[src/rtl/sr_bank_arbiter.sv]
// rtl/sr_bank_arbiter.sv - round-robin arbiter driving a bank of set/reset storage bits
// One command wins per cycle, so no bit ever sees set and reset together.
module sr_bank_arbiter #(
  parameter int NREQ  = 4,
  parameter int NBITS = 8,
  parameter int IDXW  = 3
) (
  input  logic                 clk,
  input  logic                 rst,
  input  logic [NREQ-1:0]      req,
  input  logic [NREQ-1:0]      op,
  input  logic [NREQ*IDXW-1:0] idx,
  input  logic                 clr_all,
  output logic [NREQ-1:0]      gnt,
  output logic [NBITS-1:0]     q,
  output logic [NBITS-1:0]     qbar,
  output logic [7:0]           conflict_cnt
);

  localparam int PTRW = (NREQ > 1) ? $clog2(NREQ) : 1;

  logic [PTRW-1:0]  ptr_q, ptr_d;
  logic [NREQ-1:0]  gnt_q, gnt_d;
  logic [NBITS-1:0] bank_q, bank_d;
  logic [7:0]       cnt_q, cnt_d;

  logic [NREQ-1:0]  elig;
  logic             found;
  logic [PTRW-1:0]  win;
  logic [IDXW-1:0]  idx_w;
  logic             collide;
  int               k;

  // A requester just granted is masked for one cycle so a held req is not served twice.
  always_comb begin
    elig  = req & ~gnt_q;
    found = 1'b0;
    win   = '0;
    k     = 0;
    for (int n = 0; n < NREQ; n++) begin
      k = int'(ptr_q) + n;
      if (k >= NREQ) k = k - NREQ;
      if (!found && elig[k]) begin
        found = 1'b1;
        win   = PTRW'(k);
      end
    end
    idx_w = idx[int'(win)*IDXW +: IDXW];
  end

  always_comb begin
    collide = 1'b0;
    for (int i = 0; i < NREQ; i++) begin
      for (int j = i + 1; j < NREQ; j++) begin
        if (elig[i] && elig[j] && (op[i] != op[j]) &&
            (idx[i*IDXW +: IDXW] == idx[j*IDXW +: IDXW])) begin
          collide = 1'b1;
        end
      end
    end
  end

  always_comb begin
    ptr_d  = ptr_q;
    gnt_d  = '0;
    bank_d = bank_q;
    cnt_d  = cnt_q;
    if (rst) begin
      ptr_d  = '0;
      bank_d = '0;
      cnt_d  = '0;
    end else begin
      if (collide && (cnt_q != 8'hFF)) cnt_d = cnt_q + 8'd1;
      // clr_all wins over a pending winner; the request stays pending and ptr holds.
      if (clr_all) begin
        bank_d = '0;
      end else if (found) begin
        gnt_d         = NREQ'(1) << win;
        bank_d[idx_w] = op[win];
        if (int'(win) == NREQ - 1) ptr_d = '0;
        else                       ptr_d = win + 1'b1;
      end
    end
  end

  always_ff @(posedge clk) begin
    ptr_q  <= ptr_d;
    gnt_q  <= gnt_d;
    bank_q <= bank_d;
    cnt_q  <= cnt_d;
  end

  assign gnt          = gnt_q;
  assign q            = bank_q;
  assign qbar         = ~bank_q;
  assign conflict_cnt = cnt_q;

endmodule

[config.mk]
export PLATFORM = sky130hd
export DESIGN_NAME = sr_bank_arbiter
export DESIGN_NICKNAME = d
export VERILOG_FILES = /design/src/rtl/sr_bank_arbiter.sv
export SDC_FILE = /design/constraint.sdc
export NUM_CORES = 1
export LEC_CHECK = 0
export CAP_MARGIN = 30
export CORE_ASPECT_RATIO = 0.75
export CORE_MARGIN = 2
export CORE_UTILIZATION = 28
export CTS_CLUSTER_DIAMETER = 40
export CTS_CLUSTER_SIZE = 24
export DETAILED_ROUTE_END_ITERATION = 6
export GPL_ROUTABILITY_DRIVEN = 0
export PLACE_DENSITY = 0.61
export SLEW_MARGIN = 25
export SYNTH_ARGS = -nofsm -noshare
export SYNTH_HDL_FRONTEND = slang
export SYNTH_SLANG_ARGS = --single-unit
[constraint.sdc]
create_clock -name clk -period 2.7 [get_ports clk]
set_input_delay 0.54 -clock clk [delete_from_list [all_inputs] [get_ports clk]]
set_output_delay 0.54 -clock clk [all_outputs]
set_load 0.02 [all_outputs]
Yosys cells after proc, flatten, opt, wreduce, memory -nomap -nowiden
Index checks and enable logic that the tools add are counted.
{"block": "op_classes", "multipliers": 1, "n_lt_le_gt_ge": 11, "addsub": 9, "shift": 2, "eq_ne": 14, "mux": 36, "reduce_logical": 29, "bitwise": 5}
{"op": "32-bit by 4-bit < comparator with 1-bit output (second input constant)", "count": 4}
{"op": "32-bit two-way mux", "count": 4}
{"op": "1-bit logical AND", "count": 23}
{"op": "1-bit two-way mux", "count": 20}
{"op": "3-bit equality test", "count": 6}
{"op": "12-bit by 5-bit indexed part select with 3-bit output", "count": 1}
{"op": "3-bit by 3-bit subtractor with 4-bit output (second input constant)", "count": 3}
{"op": "1-bit binary-select mux with 2-bit select", "count": 5}
{"op": "2-bit two-way mux", "count": 5}
{"op": "3-bit greater-or-equal comparator (second input constant)", "count": 3}
{"op": "8-bit by 1-bit adder with 8-bit output (second input constant)", "count": 1}
{"op": "8-bit bitwise mux", "count": 1}
{"op": "8-bit inequality test (second input constant)", "count": 1}
{"op": "8-bit NOT", "count": 1}
{"op": "2-bit by 2-bit adder with 3-bit output (second input constant)", "count": 2}
{"op": "1-bit inequality test", "count": 6}
{"op": "4-bit AND", "count": 1}
{"op": "3-bit by 4-bit < comparator with 1-bit output (second input constant)", "count": 1}
{"op": "2-bit by 2-bit multiplier with 4-bit output (second input constant)", "count": 1}
{"op": "4-bit NOT", "count": 1}
{"op": "1-bit by 2-bit << shifter with 4-bit output (first input constant)", "count": 1}
{"op": "2-bit by 3-bit subtractor with 4-bit output (second input constant)", "count": 1}
{"op": "2-bit by 1-bit adder with 3-bit output (second input constant)", "count": 1}
{"op": "1-bit demux with 3-bit select", "count": 1}
{"op": "other kinds (10)", "count": 13}
{"block": "totals", "wordCells": 111, "register_bits": 22, "output_inout_bits": 28, "in_bits": 23}

Logic depth before layout (Yosys ltp)
Gate-level depths: netlist of run 1.
{"block": "logic_depth", "word_depth": 22, "ltp_mapped": 10, "mapped_depth_nobuf": 7}

Worst setup path before layout of run 1
No wires, ideal clock.
{"block": "synth_path", "path_type": "input port to flip-flop", "start": "input idx[10]", "end": "register cnt_q[7] (netlist: conflict_cnt[7])", "arrival_time_ps": 2013, "path_buffers": 1, "setup_time_ps": 123, "slack_ps": 563, "path_stages": 8, "t_required_ps": 2577, "cell_sequence": "buf_2 -> xnor2_1 -> nand3_1 -> nor4_1 -> nor4_2 -> a21oi_4 -> nand4_1 -> mux2_1"}
{"block": "synth_via", "elab_chain_len": 7, "word_cells_on_any_way": 11, "cone_classes": "eq/ne (3); mux (4); reduce/logical (4)"}
{"element": "from (decl)", "line": "12", "rtl": "input logic [NREQ*IDXW-1:0] idx,"}
{"element": "3-bit equality test", "line": "56", "rtl": "(idx[i*IDXW +: IDXW] == idx[j*IDXW +: IDXW])) begin"}
{"element": "1-bit logical AND", "line": "55", "rtl": "if (elig[i] && elig[j] && (op[i] != op[j]) &&"}
{"element": "1-bit two-way mux (3 in series)", "line": "55"}
{"element": "1-bit two-way mux (*)", "line": "55"}
{"element": "1-bit logical AND (*)", "line": "73", "rtl": "if (collide && (cnt_q != 8'hFF)) cnt_d = cnt_q + 8'd1;"}
{"element": "to (signal assigned)", "line": "90", "rtl": "cnt_q <= cnt_d;"}
{"element": "to (decl)", "line": "25", "rtl": "logic [7:0] cnt_q, cnt_d;"}
Every way passes the cells marked *; elsewhere a longest branch is shown, timed or not.
A chain may end at the register's enable or synchronous reset.

Worst setup path in the final report of run 1
{"block": "layout_path", "start": "input idx[2]", "end": "register cnt_q[5] (netlist: conflict_cnt[5])"}
{"block": "layout_via", "elab_chain_len": 9, "word_cells_on_any_way": 13, "cone_classes": "eq/ne (3); mux (6); reduce/logical (4)"}
{"element": "3-bit equality test", "line": "56"}
{"element": "1-bit logical AND", "line": "55"}
{"element": "1-bit two-way mux (2 in series)", "line": "55"}
{"element": "1-bit two-way mux (*) (4 in series)", "line": "55"}
{"element": "1-bit logical AND (*)", "line": "73"}
Marked as above.

==> metrics.md, run 1 <==
| Metric | Value |
|---|---|
| Die Y | 73.50 um |
| Endpoints failing hold | 0 |
| Total gr overflow | 0 |
| Pint | 0.0007644 W |
| I/O Pins | 51 |
| Antenna violations before repair | 0 |
| # fillers | 642 |
| Post-synthesis sequential area ratio | 24.43% |
| Unrepaired setup endpoints after global routing | false |
| Layout area overhead | 44.27% |
| Rows | 25 |
| Via count | 1709 |
| CP Class | input pin to flip-flop |
| Post-Route WL | 4461 um |
| TritonCTS clock tree | yes |
| Synth Cell Area | 1803 sq um |
| Largest net degree at the start of global routing | 14 |
| Clock slew at reported path FFs | 0.08 ns |
| Async S/R FF share, synth | 0% |
| EDFF count, synth | 0 |
| Core ar. | 6256 sq um |
| Mean post-synth cell area | 8.386 sq um |
| Setup crit start kind | input pin |
| Clock sinks | 22 |
| Peak supply drop | 0.2445 mV |
| Hold Path Class | flip-flop to flip-flop |
| CTS buffer count | 3 |
| Status | complete, no violations |
| Hold WS | 0.4852 ns |
| Vias/cell | 4.695 |
| Clock root buffer | clkbuf_8 |
| Number of library cell types mapped by synthesis | 51 |
| Antenna Nets Post-Route | 0 |
| Psw | 0.0003325 W |
| Required @ worst endpoint | 2.85 ns |
| Mapped Cells | 215 |
| Tcrit/Tclk final | 92.03% |
| Seq pwr share | 32.2% |
| TritonRoute pass-1 iters | 4 |
| Worst Path Max Fanout | 4 |
| Starting Density | 28.82% |
| Yosys warning total | 0 |
| Routed wire per std cell | 12.26 um |
| H-tree depth | 1 |
| Worst-Skew Late Latency | 0.26 ns |
| First-pass GRT wire length | 7362 um |
| CTS max path bufs | 2 |
| DP HPWL | 3631 um |
| Die width | 96.66 um |
| Endpoint class of the critical path | flip-flop |
| Max Fclk | 402.4 MHz |
| Diode count | 0 |
| Measured slew at the worst slew-check pin | 0.6520 ns |
| Worst Setup Slack, final | 0.2151 ns |
| Primary FF master, synth | dfxtp_1 |
| Setup WS pre-CTS | -0.1026 ns |
| Number of global-route vias before repair | 1555 |
| Placed Cells | 360 |
| Sw Share | 30.31% |
| Tot GR Track Use | 12.39% |
| Multi-input combinational cell area | 1201 sq um |
| R2r worst-path depth | 7 |
| Postcts setup bufs | 0 |
| Die area | 7104 sq um |
| Resize count post-CTS | 0 |
| # setup viols final | 0 |
| Clock power frac | 28.2% |
| Flops & latches, synth | 22 |
| Hold_buf cts | 0 |
| Power Dens Cells | 421.7 nW/um^2 |
| DR DRC count | 0 |
| Tmin final | 2.485 ns |
| Share of cells above drive strength 1 | 18.73% |
| Max-cap viol count | 0 |
| Register Area | 440.4 sq um |
| Static Leak | 1.012 nW |
| Fin cells | 364 |
| Iter 0 DRT Violations | 40 |
| Hold Path Stages | 2 |
| Max-slew violation count | 0 |
| Port bufs | 50 |
| Worst clock skew | 0.01030 ns |
| Fin nets | 308 |
| Comb power frac | 39.6% |
| Worst EP arrival | 2.64 ns |
| Slew margin rel. | 55.96% |
| Syn Nets | 239 |
## layer usage
metal  track usage (%)  routed length, um  vias to the layer above
met5                 0                  0                        -
met4             1.878                 17                        0
met3             3.045                276                        2
met2             18.13               1775                       61
met1             18.64               2391                      773
li1                  -                  -                      873
## through the flow
| stage | total power [W] | utilization (%) | setup TNS (ns) | cell area [sq um] |
|---|---|---|---|---|
| floorplan | 0.0006472 | - | 0 | 1803 |
| global placement | 0.0007927 | 40.44 | -0.09707 | 2530 |
| detailed placement | 0.0007937 | 40.44 | -0.2135 | 2530 |
| CTS | 0.001106 | 41.58 | 0 | 2601 |
| global route | 0.001159 | 41.58 | 0 | 2601 |
| finish | 0.001097 | 41.58 | 0 | 2601 |
## power by group through the flow
stage                     clock network (W)  registers, W  logic, W
after floorplan                           0      0.000371  0.000276
after global placement                    0      0.000361  0.000431
after detailed placement                  0      0.000361  0.000433
after CTS                          0.000317      0.000354  0.000435
after global routing               0.000332      0.000356  0.000471
final                              0.000309      0.000354  0.000434
## state kept, by name, indices dropped and copies added (netlist names)
register / flops
conflict_cnt: 8
q: 8
gnt: 4
ptr_q: 2
## synth_stat cells, types with 3 or more instances
master    count  area (sq um)
o21ai_0       3         15.01
a211oi_1      4         30.03
nand2_1      19         71.32
dfxtp_1      22         440.4
nor2_1       20         75.07
nor3b_2       4         50.05
a21oi_1       5         25.02
nand3_1       8         40.04
inv_1        13         48.80
nand3b_1      5         37.54
nor2b_1       3         18.77
mux2i_1      17         170.2
buf_2         8         40.04
xor2_1       13         113.9
xnor2_1      15         131.4
nand2b_1      7         43.79
buf_6         4         45.04
nor4_1        5         31.28
## cell usage in the layout (no fill, tap or decap), drive strengths merged, types with 3 or more instances in the layout
cell / synthesis / final
clkdlybuf4s50: 0 / 50
buf: 14 / 30
dfxtp: 22 / 22
nor2: 20 / 20
nand2: 20 / 20
mux2i: 17 / 17
xnor2: 15 / 15
inv: 13 / 13
xor2: 13 / 13
nand3: 8 / 8
nand2b: 7 / 7
a21oi: 6 / 6
nor4: 6 / 6
nand3b: 5 / 5
a211oi: 4 / 4
nor3b: 4 / 4
mux2: 4 / 4
o21ai: 3 / 3
nor2b: 3 / 3
clkbuf: 1 / 3
o22ai: 3 / 3
## kinds of logic (layout without fill, tap and decap cells)
family / after synthesis / count (layout) / synth area share, %
flip-flops: 22 / 22 / 24.43
AO/OA/AOI/OAI: 31 / 31 / 14.71
buffers and inverters: 29 / 97 / 8.952
XOR/XNOR: 28 / 28 / 13.60
multiplexers: 21 / 21 / 12.14
AND/OR/NAND/NOR: 83 / 83 / 25.47
adder cells (fa/ha/maj): 1 / 1 / 0.6939
## cell type report
type / instances / share of cell area, %
multi-input cells: 164 / 46.18
clock inverters: 1 / 1.154
clock buffers: 3 / 1.587
well taps: 81 / 3.896
inverters: 13 / 1.876
flip-flops and latches: 22 / 16.93
repair buffers: 80 / 28.38
## critical path, stage by stage
cell	delay, ns
clkdlybuf4s50_1	0.51
xnor2_1	0.26
nand3_1	0.10
nor4_1	0.35
nor4_2	0.15
buf_4	0.17
a2111oi_2	0.35
xnor2_1	0.16
nor2_1	0.05
## final timing paths
check	from	end	slack [ns]
worst max-delay path	idx[2]	conflict_cnt[5]	0.22
worst min-delay path	q[2]	q[2]	0.49
worst max register to register	gnt[3]	q[2]	0.57
worst min register to register	q[2]	q[2]	0.49
Note: power is estimated with default switching activity, not from simulation.
==> inputs of run 2 (changes only) <==
Settings changed: MAX_ROUTING_LAYER set to met4.
==> run 2 against run 1 <==
- worst hold slack is the same
- non-clock buffer count is the same
- die area is the same
- critical path depth is the same
- clock power is essentially flat
- flip-flop and latch count is the same
- total power is essentially flat
- critical endpoint unchanged
- largest cell class unchanged
==> metrics.md, run 2 (synthesized netlist as in run 1, its figures left out) <==
| Metric | Value |
|---|---|
| Hold_buf cts | 0 (unchanged) |
| Via count | 1709 (unchanged) |
| DP HPWL | 3631 um (unchanged) |
| Worst-path cell chain | clkdlybuf4s50_1 -> xnor2_1 -> nand3_1 -> nor4_1 -> nor4_2 -> buf_4 -> a2111oi_2 -> xnor2_1 -> nor2_1 (unchanged) |
| Endpoints failing hold | 0 (unchanged) |
| Layout area overhead | 44.27% (unchanged) |
| Postcts setup bufs | 0 (unchanged) |
| Peak per-stage delay on the critical path | 0.51 ns (about the same) |
| I/O Pins | 51 (unchanged) |
| Top cell by count, worst path | xnor2_1 (unchanged) |
| Power Dens Cells | 421.7 nW/um^2 (about the same) |
| CTS buffer count | 3 (unchanged) |
| Status | complete, no violations (unchanged) |
| TritonCTS clock tree | yes (unchanged) |
| Worst-Skew Late Latency | 0.26 ns (about the same) |
| Port bufs | 50 (unchanged) |
| Top delay family on crit path | buffers and inverters (unchanged) |
| Core ar. | 6256 sq um (unchanged) |
| Static Leak | 1.012 nW (unchanged) |
| Tot GR Track Use | 12.77% (was 12.39%) |
| DR DRC count | 0 (unchanged) |
| Worst clock skew | 0.01030 ns (unchanged) |
| Total gr overflow | 0 (unchanged) |
| Die area | 7104 sq um (unchanged) |
| Post-Route WL | 4461 um (unchanged) |
| Endpoint class of the critical path | flip-flop (unchanged) |
| Tot Pwr | 0.001097 W (about the same) |
| Resize count post-CTS | 0 (unchanged) |
| Starting Density | 28.82% (unchanged) |
| Setup crit start kind | input pin (unchanged) |
| Max Fclk | 402.5 MHz (was 402.4 MHz) |
| Largest net degree at the start of global routing | 14 (unchanged) |
| First-pass GRT wire length | 7362 um (unchanged) |
| Max-cap viol count | 0 (unchanged) |
| Critical path depth | 9 (unchanged) |
| Clock slew at reported path FFs | 0.08 ns (about the same) |
| Hold Path Class | flip-flop to flip-flop (unchanged) |
| Diode count | 0 (unchanged) |
| Worst EP arrival | 2.64 ns (about the same) |
| TritonRoute pass-1 iters | 4 (unchanged) |
| Most common cell after layout, fill and taps aside | clkdlybuf4s50_1 (unchanged) |
| Share of cells above drive strength 1 | 18.73% (unchanged) |
| Hold Path Stages | 2 (unchanged) |
| Required @ worst endpoint | 2.85 ns (about the same) |
| Iter 0 DRT Violations | 40 (unchanged) |
| Die Y | 73.50 um (unchanged) |
| Peak supply drop | 0.2445 mV (about the same) |
| CTS max path bufs | 2 (unchanged) |
| Tcrit/Tclk final | 92.03% (about the same) |
| Number of global-route vias before repair | 1553 (was 1555) |
| Antenna violations before repair | 0 (unchanged) |
| Vias/cell | 4.695 (unchanged) |
| Antenna Nets Post-Route | 0 (unchanged) |
| Sum of buffers and inverters on the critical path | 2 (unchanged) |
| Final non-filler cell area | 2601 sq um (unchanged) |
| Tmin final | 2.485 ns (about the same) |
| # setup viols final | 0 (unchanged) |
| H-tree depth | 1 (unchanged) |
| Routed wire per std cell | 12.26 um (unchanged) |
| Rows | 25 (unchanged) |
| Measured slew at the worst slew-check pin | 0.6520 ns (unchanged) |
| Worst Path Max Fanout | 4 (unchanged) |
| Die width | 96.66 um (unchanged) |
| Slew margin rel. | 55.96% (unchanged) |
| Fin nets | 308 (unchanged) |
| Most frequent cells in the layout | clkdlybuf4s50_1, buf_4, dfxtp_1 (unchanged) |
| Unrepaired setup endpoints after global routing | false (unchanged) |
| R2r worst-path depth | 7 (unchanged) |
| Placed inst area | 2530 sq um (unchanged) |
| Max-slew violation count | 0 (unchanged) |
| Clock root buffer | clkbuf_8 (unchanged) |
| CP Class | input pin to flip-flop (unchanged) |
| Clock sinks | 22 (unchanged) |
| Critical path's slowest cell | clkdlybuf4s50_1 (unchanged) |
[run 2: cell counts in the layout (fill, tap and decap cells not counted)]
Identical to the previous run, type by type.
[run 2: metal layers]
| layer | vias to the layer above | track usage, % | wire (um) |
|---|---|---|---|
| met5 | - | - | 0 |
| met4 | 0 | 1.878 | 17 |
| met3 | 2 | 2.759 | 256 |
| met2 | 61 | 18.13 | 1775 |
| met1 | 773 | 18.81 | 2411 |
| li1 | 873 | - | - |
[run 2: layout make-up]
| class | count | area (sq um) |
|---|---|---|
| Fill cell | 642 | 3655 |
| Multi-Input combinational cell | 164 | 1201 |
| Timing Repair Buffer | 80 | 738.2 |
| Sequential cell | 22 | 440.4 |
| Tap cell | 81 | 101.3 |
| Inverter | 13 | 48.80 |
| Clock buffer | 3 | 41.29 |
| Clock inverter | 1 | 30.03 |
[run 2: worst paths after layout]
kind / start / end / slack, ns
setup reg to reg: gnt[3] / q[2] / 0.57
hold reg to reg: q[2] / q[2] / 0.49
setup / recovery: idx[2] / conflict_cnt[5] / 0.22
hold / removal: q[2] / q[2] / 0.49
[run 2: worst register-to-register path: stages (launching register included)]
cell and delay, ns:
dfxtp_1 0.34, and2b_1 0.23, a21oi_1 0.08, o22ai_2 0.47, mux2_4 0.35, a2bb2oi_2 0.17, nor3b_2 0.21, mux2i_1 0.20
[run 2: through the flow]
| stage | util [%] | setup TNS, ns | std cells | setup WS [ns] | hold WS, ns |
|---|---|---|---|---|---|
| 6_report | 41.58 | 0 | 364 | 0.2152 | 0.4852 |
| 5_1_grt | 41.58 | 0 | 364 | 0.02355 | 0.5144 |
| 4_1_cts | 41.58 | 0 | 364 | 0.1839 | 0.4926 |
| 3_5_place_dp | 40.44 | -0.2135 | 360 | -0.1026 | 0.4742 |
| 3_3_place_gp | 40.44 | -0.09707 | 360 | -0.03411 | 0.4691 |
| 2_1_floorplan | - | 0 | 215 | 0.5634 | 0.5087 |
[run 2: where the power goes]
part / leakage, nW / total (W) / switching, W / internal (W)
Sequential: 0.178 / 0.000354 / 0.0000148 / 0.000339
Clock: 0.0357 / 0.000309 / 0.000111 / 0.000198
Combinational: 0.798 / 0.000434 / 0.000207 / 0.000227
==> inputs of run 3 (changes only) <==
Settings changed: CORE_UTILIZATION 28 to 48, PLACE_DENSITY 0.61 to 0.89.
==> run 3 against run 2 <==
- sequential share of layout area grew 0.95 points
- critical path type unchanged
- wire length increased by 5.4%
- combinational power is 0.9% lower
- cell count down 12%
- critical endpoint is now q[4]
- largest power group unchanged
- clock power down 22%
- flip-flop and latch count stayed put
- critical path depth decreased by 1
- register-to-register slack lost 0.05 ns
==> metrics.md, run 3 (synthesized netlist as in run 1, its figures left out) <==
| Metric | Value |
|---|---|
| Status | complete, no violations (unchanged) |
| CTS buffer count | 3 (unchanged) |
| Static Leak | 0.9493 nW (was 1.012 nW) |
| Worst EP arrival | 2.72 ns (was 2.64 ns) |
| Total gr overflow | 0 (unchanged) |
| Endpoints failing hold | 0 (unchanged) |
| Share of cells above drive strength 1 | 14.81% (was 18.73%) |
| I/O Pins | 51 (unchanged) |
| Max-cap viol count | 0 (unchanged) |
| Diode count | 0 (unchanged) |
| Number of global-route vias before repair | 1726 (was 1553) |
| Die width | 74.77 um (was 96.66 um) |
| Via count | 1713 (was 1709) |
| Setup WS pre-CTS | -0.08014 ns (was -0.1026 ns) |
| Clock root buffer | clkbuf_8 (unchanged) |
| Clock slew at reported path FFs | 0.08 ns (about the same) |
| Required @ worst endpoint | 2.89 ns (was 2.85 ns) |
| Hold Path Class | flip-flop to flip-flop (unchanged) |
| Grt met1 use | 31.73% (was 18.81%) |
| Routed wire per std cell | 14.60 um (was 12.26 um) |
| Hold_buf cts | 0 (unchanged) |
| Peak per-stage delay on the critical path | 0.48 ns (was 0.51 ns) |
| Worst Setup Slack, final | 0.1722 ns (was 0.2152 ns) |
| CP Class | input pin to flip-flop (unchanged) |
| TritonRoute pass-1 iters | 4 (unchanged) |
| Clock sinks | 22 (unchanged) |
| DR DRC count | 0 (unchanged) |
| Max Fclk | 395.6 MHz (was 402.5 MHz) |
| Vias/cell | 5.320 (was 4.695) |
| Worst-Skew Late Latency | 0.27 ns (was 0.26 ns) |
| Top delay family on crit path | simple AND/OR/NAND/NOR gates (was buffers and inverters) |
| Layout area overhead | 36.64% (was 44.27%) |
| Met2 Use GR | 41.09% (was 18.13%) |
| Multi-input combinational cell area | 1201 sq um (unchanged) |
| Antenna violations before repair | 0 (unchanged) |
| Worst Path Max Fanout | 12 (was 4) |
| Resize count post-CTS | 0 (unchanged) |
| Tot GR Track Use | 24.91% (was 12.77%) |
| First-pass GRT wire length | 8004 um (was 7362 um) |
| Endpoint class of the critical path | flip-flop (unchanged) |
| Max-slew violation count | 0 (unchanged) |
| Power Dens Cells | 415.9 nW/um^2 (was 421.7 nW/um^2) |
| Core ar. | 3637 sq um (was 6256 sq um) |
| Starting Density | 49.57% (was 28.82%) |
| Worst-path cell chain | clkdlybuf4s50_1 -> or3b_4 -> nand2_2 -> o22ai_2 -> buf_12 -> o311ai_1 -> nor3b_2 -> mux2i_1 (was clkdlybuf4s50_1 -> xnor2_1 -> nand3_1 -> nor4_1 -> nor4_2 -> buf_4 -> a2111oi_2 -> xnor2_1 -> nor2_1) |
| Most common cell after layout, fill and taps aside | clkdlybuf4s50_1 (unchanged) |
| Final Util | 67.73% (was 41.58%) |
| Post-Route WL | 4700 um (was 4461 um) |
| Critical path's slowest cell | clkdlybuf4s50_1 (unchanged) |
| Port bufs | 50 (unchanged) |
| Register Area | 440.4 sq um (unchanged) |
| Tcrit/Tclk final | 93.62% (was 92.03%) |
| Unrepaired setup endpoints after global routing | false (unchanged) |
| CTS max path bufs | 2 (unchanged) |
| Rows | 19 (was 25) |
| Die Y | 57.08 um (was 73.50 um) |
| Postcts setup bufs | 0 (unchanged) |
| Die area | 4268 sq um (was 7104 sq um) |
| # setup viols final | 0 (unchanged) |
| GR Layer Usage met3 | 5.477% (was 2.759%) |
| Tmin final | 2.528 ns (was 2.485 ns) |
| Slew margin rel. | 58.37% (was 55.96%) |
| DP HPWL | 3624 um (was 3631 um) |
| Worst clock skew | 0.003463 ns (was 0.01030 ns) |
| H-tree depth | 1 (unchanged) |
| Antenna Nets Post-Route | 0 (unchanged) |
| TritonCTS clock tree | yes (unchanged) |
| Sum of buffers and inverters on the critical path | 2 (unchanged) |
| GR peak layer | met2 (was met1) |
| Fin nets | 295 (was 308) |
| # fillers | 298 (was 642) |
| Setup crit start kind | input pin (unchanged) |
| Iter 0 DRT Violations | 136 (was 40) |
| Most frequent cells in the layout | clkdlybuf4s50_1, dfxtp_1, nor2_1 (was clkdlybuf4s50_1, buf_4, dfxtp_1) |
| Largest net degree at the start of global routing | 18 (was 14) |
| Measured slew at the worst slew-check pin | 0.6163 ns (was 0.6520 ns) |
| Peak supply drop | 0.2499 mV (was 0.2445 mV) |
==> run 3: worst reg2reg max path, delay by kind of cell (launching register included) <==
kind / cells / cell delay [ns]
AOI/OAI and AO/OA: 3 / 0.75
DFF: 1 / 0.32
muxes: 2 / 0.57
and+or+nand+nor: 2 / 0.47
==> run 3: area by class of cell <==
type | count | area share, %
clock buffer | 4 | 2.235
inverter | 13 | 1.981
multi-input combinational | 164 | 48.76
sequential | 22 | 17.88
tap | 52 | 2.641
timing repair buffer | 67 | 26.51
==> run 3: worst paths after layout <==
path / from / to / slack [ns] / cells after the start
setup / recovery: req[0] / q[4] / 0.17 / 8
hold / removal: q[7] / q[7] / 0.49 / 2
setup reg to reg: gnt[2] / q[4] / 0.52 / 7
hold reg to reg: q[7] / q[7] / 0.49 / 2
==> run 3: routing by layer <==
metal / part of all wire [%] / routed length (um) / vias to the layer above
met2: 50 / 2328 / 58
li1: - / - / 851
met3: 5.8 / 271 / 2
met1: 44 / 2087 / 802
met4: 0.26 / 12 / 0
met5: 0 / 0 / -
==> run 3: where the power goes <==
| group | internal (W) | switching, W | total [W] | leakage [nW] |
|---|---|---|---|---|
| logic | 0.000216 | 0.000214 | 0.000430 | 0.742 |
| registers | 0.000339 | 0.0000151 | 0.000354 | 0.178 |
| clock network | 0.000130 | 0.000110 | 0.000241 | 0.0288 |
==> run 3: through the flow <==
| step | instance area, sq um | hold slack (ns) | total power, W | TNS (ns) | cells |
|---|---|---|---|---|---|
| 2_1_floorplan | 1803 | 0.5087 | 0.0006472 | 0 | 215 |
| 3_3_place_gp | 2409 | 0.4647 | 0.0007720 | -0.07810 | 318 |
| 3_5_place_dp | 2409 | 0.4811 | 0.0007859 | -0.5011 | 318 |
| 4_1_cts | 2464 | 0.4922 | 0.001023 | 0 | 322 |
| 5_1_grt | 2464 | 0.5173 | 0.001076 | 0 | 322 |
| 6_report | 2464 | 0.4896 | 0.001025 | 0 | 322 |
==> edit 1: new RTL, config.mk and constraints of run 1 <==
Put one more register stage on the output `conflict_cnt`, without a reset. The value now appears one clock later. The other outputs are not delayed to match.
--- a/src/rtl/sr_bank_arbiter.sv
+++ b/src/rtl/sr_bank_arbiter.sv
@@ -93,7 +93,9 @@
   assign gnt          = gnt_q;
   assign q            = bank_q;
   assign qbar         = ~bank_q;
-  assign conflict_cnt = cnt_q;
+  always_ff @(posedge clk) begin
+    conflict_cnt <= cnt_q;
+  end
 
 endmodule
 
Formal check against the unedited RTL: not equivalent (Yosys sat finds a counterexample within 4 cycles, from zero or initial values and one cycle with rst high).
==> edit 1 against run 1 <==
  * Worst setup slack lost 0.084 ns
  * Largest power group is now registers
  * Core utilization grew 1.6 points
  * First-iteration DRC count grew 30%
  * Power grew 13%
  * Routed wire length grew 0.31%
  * Cell area shrank 1.8%
  * Area after synthesis shrank 2.8%
  * Sequential cell count grew 8
  * Hold slack lost 0.087 ns
==> edit 1: results (changes against run 1) <==
stage;metric;value;unit;change
synthesis;Yosys warnings;0;;unchanged
global_routing;largest net degree at the start of global routing;12;;was 14
clocking;Clock Latency Late Sink;0.27;ns;
global_routing;met2 usage;18.7;%;was 18.1%
setup_path;Arr. time, crit path;2.77;ns;was 2.64 ns
setup_path;cell with the largest stage delay on the worst path;clkdlybuf4s50_1;;unchanged
global_routing;GR Util All Layers;13.0;%;was 12.4%
drt;Post-Route WL;4480;um;was 4460 um
setup_path;crit path max fanout;6;;was 4
synthesis;Synth top cells by count;dfxtp_1, nand2_1, xnor2_1, nor2_1, xor2_1;;was dfxtp_1, nor2_1, nand2_1, mux2i_1, xnor2_1
global_routing;met1 usage;19.2;%;was 18.6%
synthesis;syn nets;221;;was 239
power_and_ir_drop;leakage;0.938;nW;was 1.01 nW
synthesis;post-synthesis sequential area ratio;34.3;%;was 24.4%
global_routing;first-pass GRT wire length;6970;um;was 7360 um
power_and_ir_drop;maximum vdd drop;187;uV;was 244 uV
synthesis;FFs w/ async S/R, synth;0;%;unchanged
timing;Slew HR;65.7;%;was 56.0%
placed_design;pre-CTS WS;-0.113;ns;was -0.103 ns
drt;vias;1643;;was 1709
cells_and_area;fin nets;292;;was 308
clocking;TritonCTS Buffers;5;;was 3
synthesis;Area contributors post-synth;dfxtp_1, xnor2_1, xor2_1, mux2i_1, nor4_1;;was dfxtp_1, mux2i_1, xnor2_1, xor2_1, nor2_1
run_status;status;complete, no violations;;unchanged
setup_path;slowest stage delay, CP;0.53;ns;was 0.51 ns
drt;WL per Instance;13.0;um;was 12.3 um
clocking;Clock transition at path regs;0.06;ns;was 0.08 ns
timing;final setup skew;0.00661;ns;was 0.0103 ns
worst_hold_path;Worst Hold Class;register to register;;unchanged
synthesis;Post-Syn Area per Cell;8.89;um^2;was 8.39 um^2
global_routing;met3 Use GR;4.05;%;was 3.04%
placed_design;dpl cells;339;;was 360
drt;First-pass DRT Iterations;5;;was 4
synthesis;Distinct cells, synth;49;;was 51
cells_and_area;layout cell share with drive strength beyond 1;13.9;%;was 18.7%
global_routing;vias in the first global route;1468;;was 1555
placed_design;DP Wirelength;3470;um;was 3630 um
clocking;htree depth;2;;was 1
clocking;post-CTS setup buffer count;0;;unchanged
synthesis;ys flop type;dfxtp_1;;unchanged
cells_and_area;fill cell count;579;;was 642
drt;DRT iter0 DRCs;52;;was 40
setup_path;CP delay by family, top;simple AND/OR/NAND/NOR gates;;was buffers and inverters
[edit 1: changes by cell type after synthesis, moves of 5 or more]
cell | run 1 | this run
nand3b_1 | 5 | 0
mux2i_1 | 17 | 11
nor2_1 | 20 | 13
nor4_1 | 5 | 11
buf_2 | 8 | 1
nand2b_1 | 7 | 2
dfxtp_1 | 22 | 30
[edit 1: layout make-up]
cell class | instances | area [um^2] | share of cell area (%)
clock buffer | 6 | 82.6 | 3.23
inverter | 9 | 33.8 | 1.32
multi-input combinational | 154 | 1100 | 43.2
sequential | 30 | 601 | 23.5
tap | 78 | 97.6 | 3.82
timing repair buffer | 68 | 636 | 24.9
[edit 1: cells by family after synthesis]
kind of cell               Yosys count  synth area share (%)
muxes                               13                  8.57
xor gates and xnor gates            27                  13.5
AOI/OAI and AO/OA                   23                  10.5
DFF                                 30                  34.3
buffers and inverters               13                  3.29
adders and majority gates            1                 0.714
and+or+nand+nor                     90                  29.1
[edit 1: what timing repair did]
action	in CTS	in global routing
setup endpoints to repair	0	4
hold endpoints to repair	0	0
gates resized for setup	0	2
[edit 1: per-layer routing]
| metal | routed length (um) | part of all wire, % |
|---|---|---|
| met1 | 2330 | 52 |
| met2 | 1840 | 41 |
| met3 | 299 | 6.7 |
| met4 | 0 | 0 |
| met5 | 0 | 0 |
[edit 1: through the flow]
step                utilization [%]  hold slack [ns]  power (mW)  setup TNS, ns  area (um^2)
global placement               41.6            0.379       0.894         -0.844         2460
floorplan                         -            0.360       0.737              0         1750
global route                   43.2            0.400        1.30              0         2550
CTS                            43.0            0.393        1.24              0         2540
finish                         43.2            0.398        1.24              0         2550
detailed placement             41.6            0.385       0.896         -0.999         2460
[edit 1: power breakdown]
| group | total, mW | internal, mW | leakage, nW | switching, mW |
|---|---|---|---|---|
| Clock | 0.342 | 0.196 | 0.0431 | 0.147 |
| Combinational | 0.419 | 0.205 | 0.652 | 0.214 |
| Sequential | 0.478 | 0.460 | 0.243 | 0.0177 |
| Total | 1.24 | 0.861 | 0.938 | 0.379 |
[edit 1: worst register-to-register path, delay by kind of cell (launching register included)]
kind | cells | cell delay (ns)
simple gates | 4 | 0.86
compound gates | 2 | 0.55
flops | 1 | 0.44
mux | 1 | 0.23
[edit 1: path summary, 6_finish.rpt]
kind	start	endpoint	slack [ns]	cells after the start
hold reg to reg	cnt_q[7]	conflict_cnt[7]	0.40	0
setup / recovery	req[0]	q[4]	0.13	8
setup reg to reg	ptr_q[1]	q[4]	0.54	7
hold / removal	cnt_q[7]	conflict_cnt[7]	0.40	0
==> edit 2: new RTL, settings of run 1 <==
Made on the original files. `IDXW`: 3 -> 4.
--- a/src/rtl/sr_bank_arbiter.sv
+++ b/src/rtl/sr_bank_arbiter.sv
@@ -3,7 +3,7 @@
 module sr_bank_arbiter #(
   parameter int NREQ  = 4,
   parameter int NBITS = 8,
-  parameter int IDXW  = 3
+  parameter int IDXW  = 4
 ) (
   input  logic                 clk,
   input  logic                 rst,
Interface: changed (resized idx); port bits go from 51 to 55. The function was not compared with the original's and may differ.
==> edit 2 against run 1 <==
  * Cell area rose by 5.0%
  * Area after synthesis rose by 2.8%
  * Core utilization rose by 1.4 points
  * Worst setup slack got worse by 0.022 ns
  * Sequential cell count did not move
  * Die area rose by 2.6%
  * Power fell by 8.1%
  * Routed wire length rose by 14%
  * Critical path depth did not move
  * Count of clock-buffer cells in the layout did not move
  * Critical path type unchanged
  * Largest cell class unchanged
  * Highest routed layer unchanged
==> edit 2: results (changes against run 1) <==
stage;metric;value;unit;change
run_status;status;complete, no violations;;unchanged
global_routing;met1 usage;19.4;%;was 18.6%
synthesis;post-synthesis sequential area ratio;23.8;%;was 24.4%
drt;M1 WL;2620;um;was 2390 um
synthesis;Syn Inst Count;235;;was 215
setup_path;R2R Path End;q[6];;was q[2]
placed_design;dpl cell area;2690;um^2;was 2530 um^2
drt;met3 WL post-DR;227;um;was 276 um
placed_design;DP Wirelength;4170;um;was 3630 um
synthesis;Synth Area in Adders;0.675;%;was 0.694%
power_and_ir_drop;P_clk;0.195;mW;was 0.309 mW
worst_hold_path;hold_sp;q[6];;was q[2]
drt;DRT iter0 DRCs;67;;was 40
timing;Slew HR;75.4;%;was 56.0%
synthesis;syn nets;263;;was 239
timing;final worst path period need;2.51;ns;was 2.48 ns
cells_and_area;Area Overhead vs Synth;47.4;%;was 44.3%
setup_path;crit path max fanout;10;;was 4
synthesis;post-synthesis mux area share;9.93;%;was 12.1%
setup_path;Arr. time, crit path;2.66;ns;was 2.64 ns
clocking;post-CTS setup buffer count;0;;unchanged
drt;vias;1906;;was 1709
global_routing;vias in the first global route;1844;;was 1555
power_and_ir_drop;maximum vdd drop;196;uV;was 244 uV
cells_and_area;layout cell share with drive strength beyond 1;15.7;%;was 18.7%
drt;WL per Instance;12.9;um;was 12.3 um
power_and_ir_drop;leakage;1.09;nW;was 1.01 nW
power_and_ir_drop;Sw Pwr;0.339;mW;was 0.332 mW
synthesis;Area contributors post-synth;dfxtp_1, mux2i_1, xnor2_1, xor2_1, nand2_1;;was dfxtp_1, mux2i_1, xnor2_1, xor2_1, nor2_1
cells_and_area;Layout Cells excl Fill;393;;was 364
synthesis;Synth Area in Compound Gates;18.1;%;was 14.7%
global_routing;GR Util All Layers;13.9;%;was 12.4%
setup_path;r2r setup slk;0.62;ns;was 0.57 ns
placed_design;number of buffers added on ports;54;;was 50
synthesis;Synth top cells by count;dfxtp_1, nand2_1, xnor2_1, nor2_1;;was dfxtp_1, nor2_1, nand2_1, mux2i_1, xnor2_1
edit 2: cell count changes after synthesis, moves of 4 or more:
cell      change
buf_2         -7
clkbuf_1      +7
nand4_1       +6
nor2b_1       +6
nor3_1        +5
and3_1        +4
nor2_1        -4
o211ai_1      +4
edit 2: layout make-up:
| cell class | instances | area [um^2] |
|---|---|---|
| fill | 667 | 3620 |
| multi-input combinational | 185 | 1290 |
| timing repair buffer | 86 | 793 |
| sequential | 22 | 440 |
| tap | 81 | 101 |
| inverter | 16 | 60.1 |
| clock buffer | 3 | 41.3 |
edit 2: how the worst max path moves through the flow:
stage / start / to
after floorplan: req[2] / q[6]
after global placement: idx[6] / conflict_cnt[7]
after global routing: req[0] / conflict_cnt[1]
final: req[0] / conflict_cnt[7]
after CTS: req[0] / conflict_cnt[2]
after detailed placement: req[0] / conflict_cnt[2]
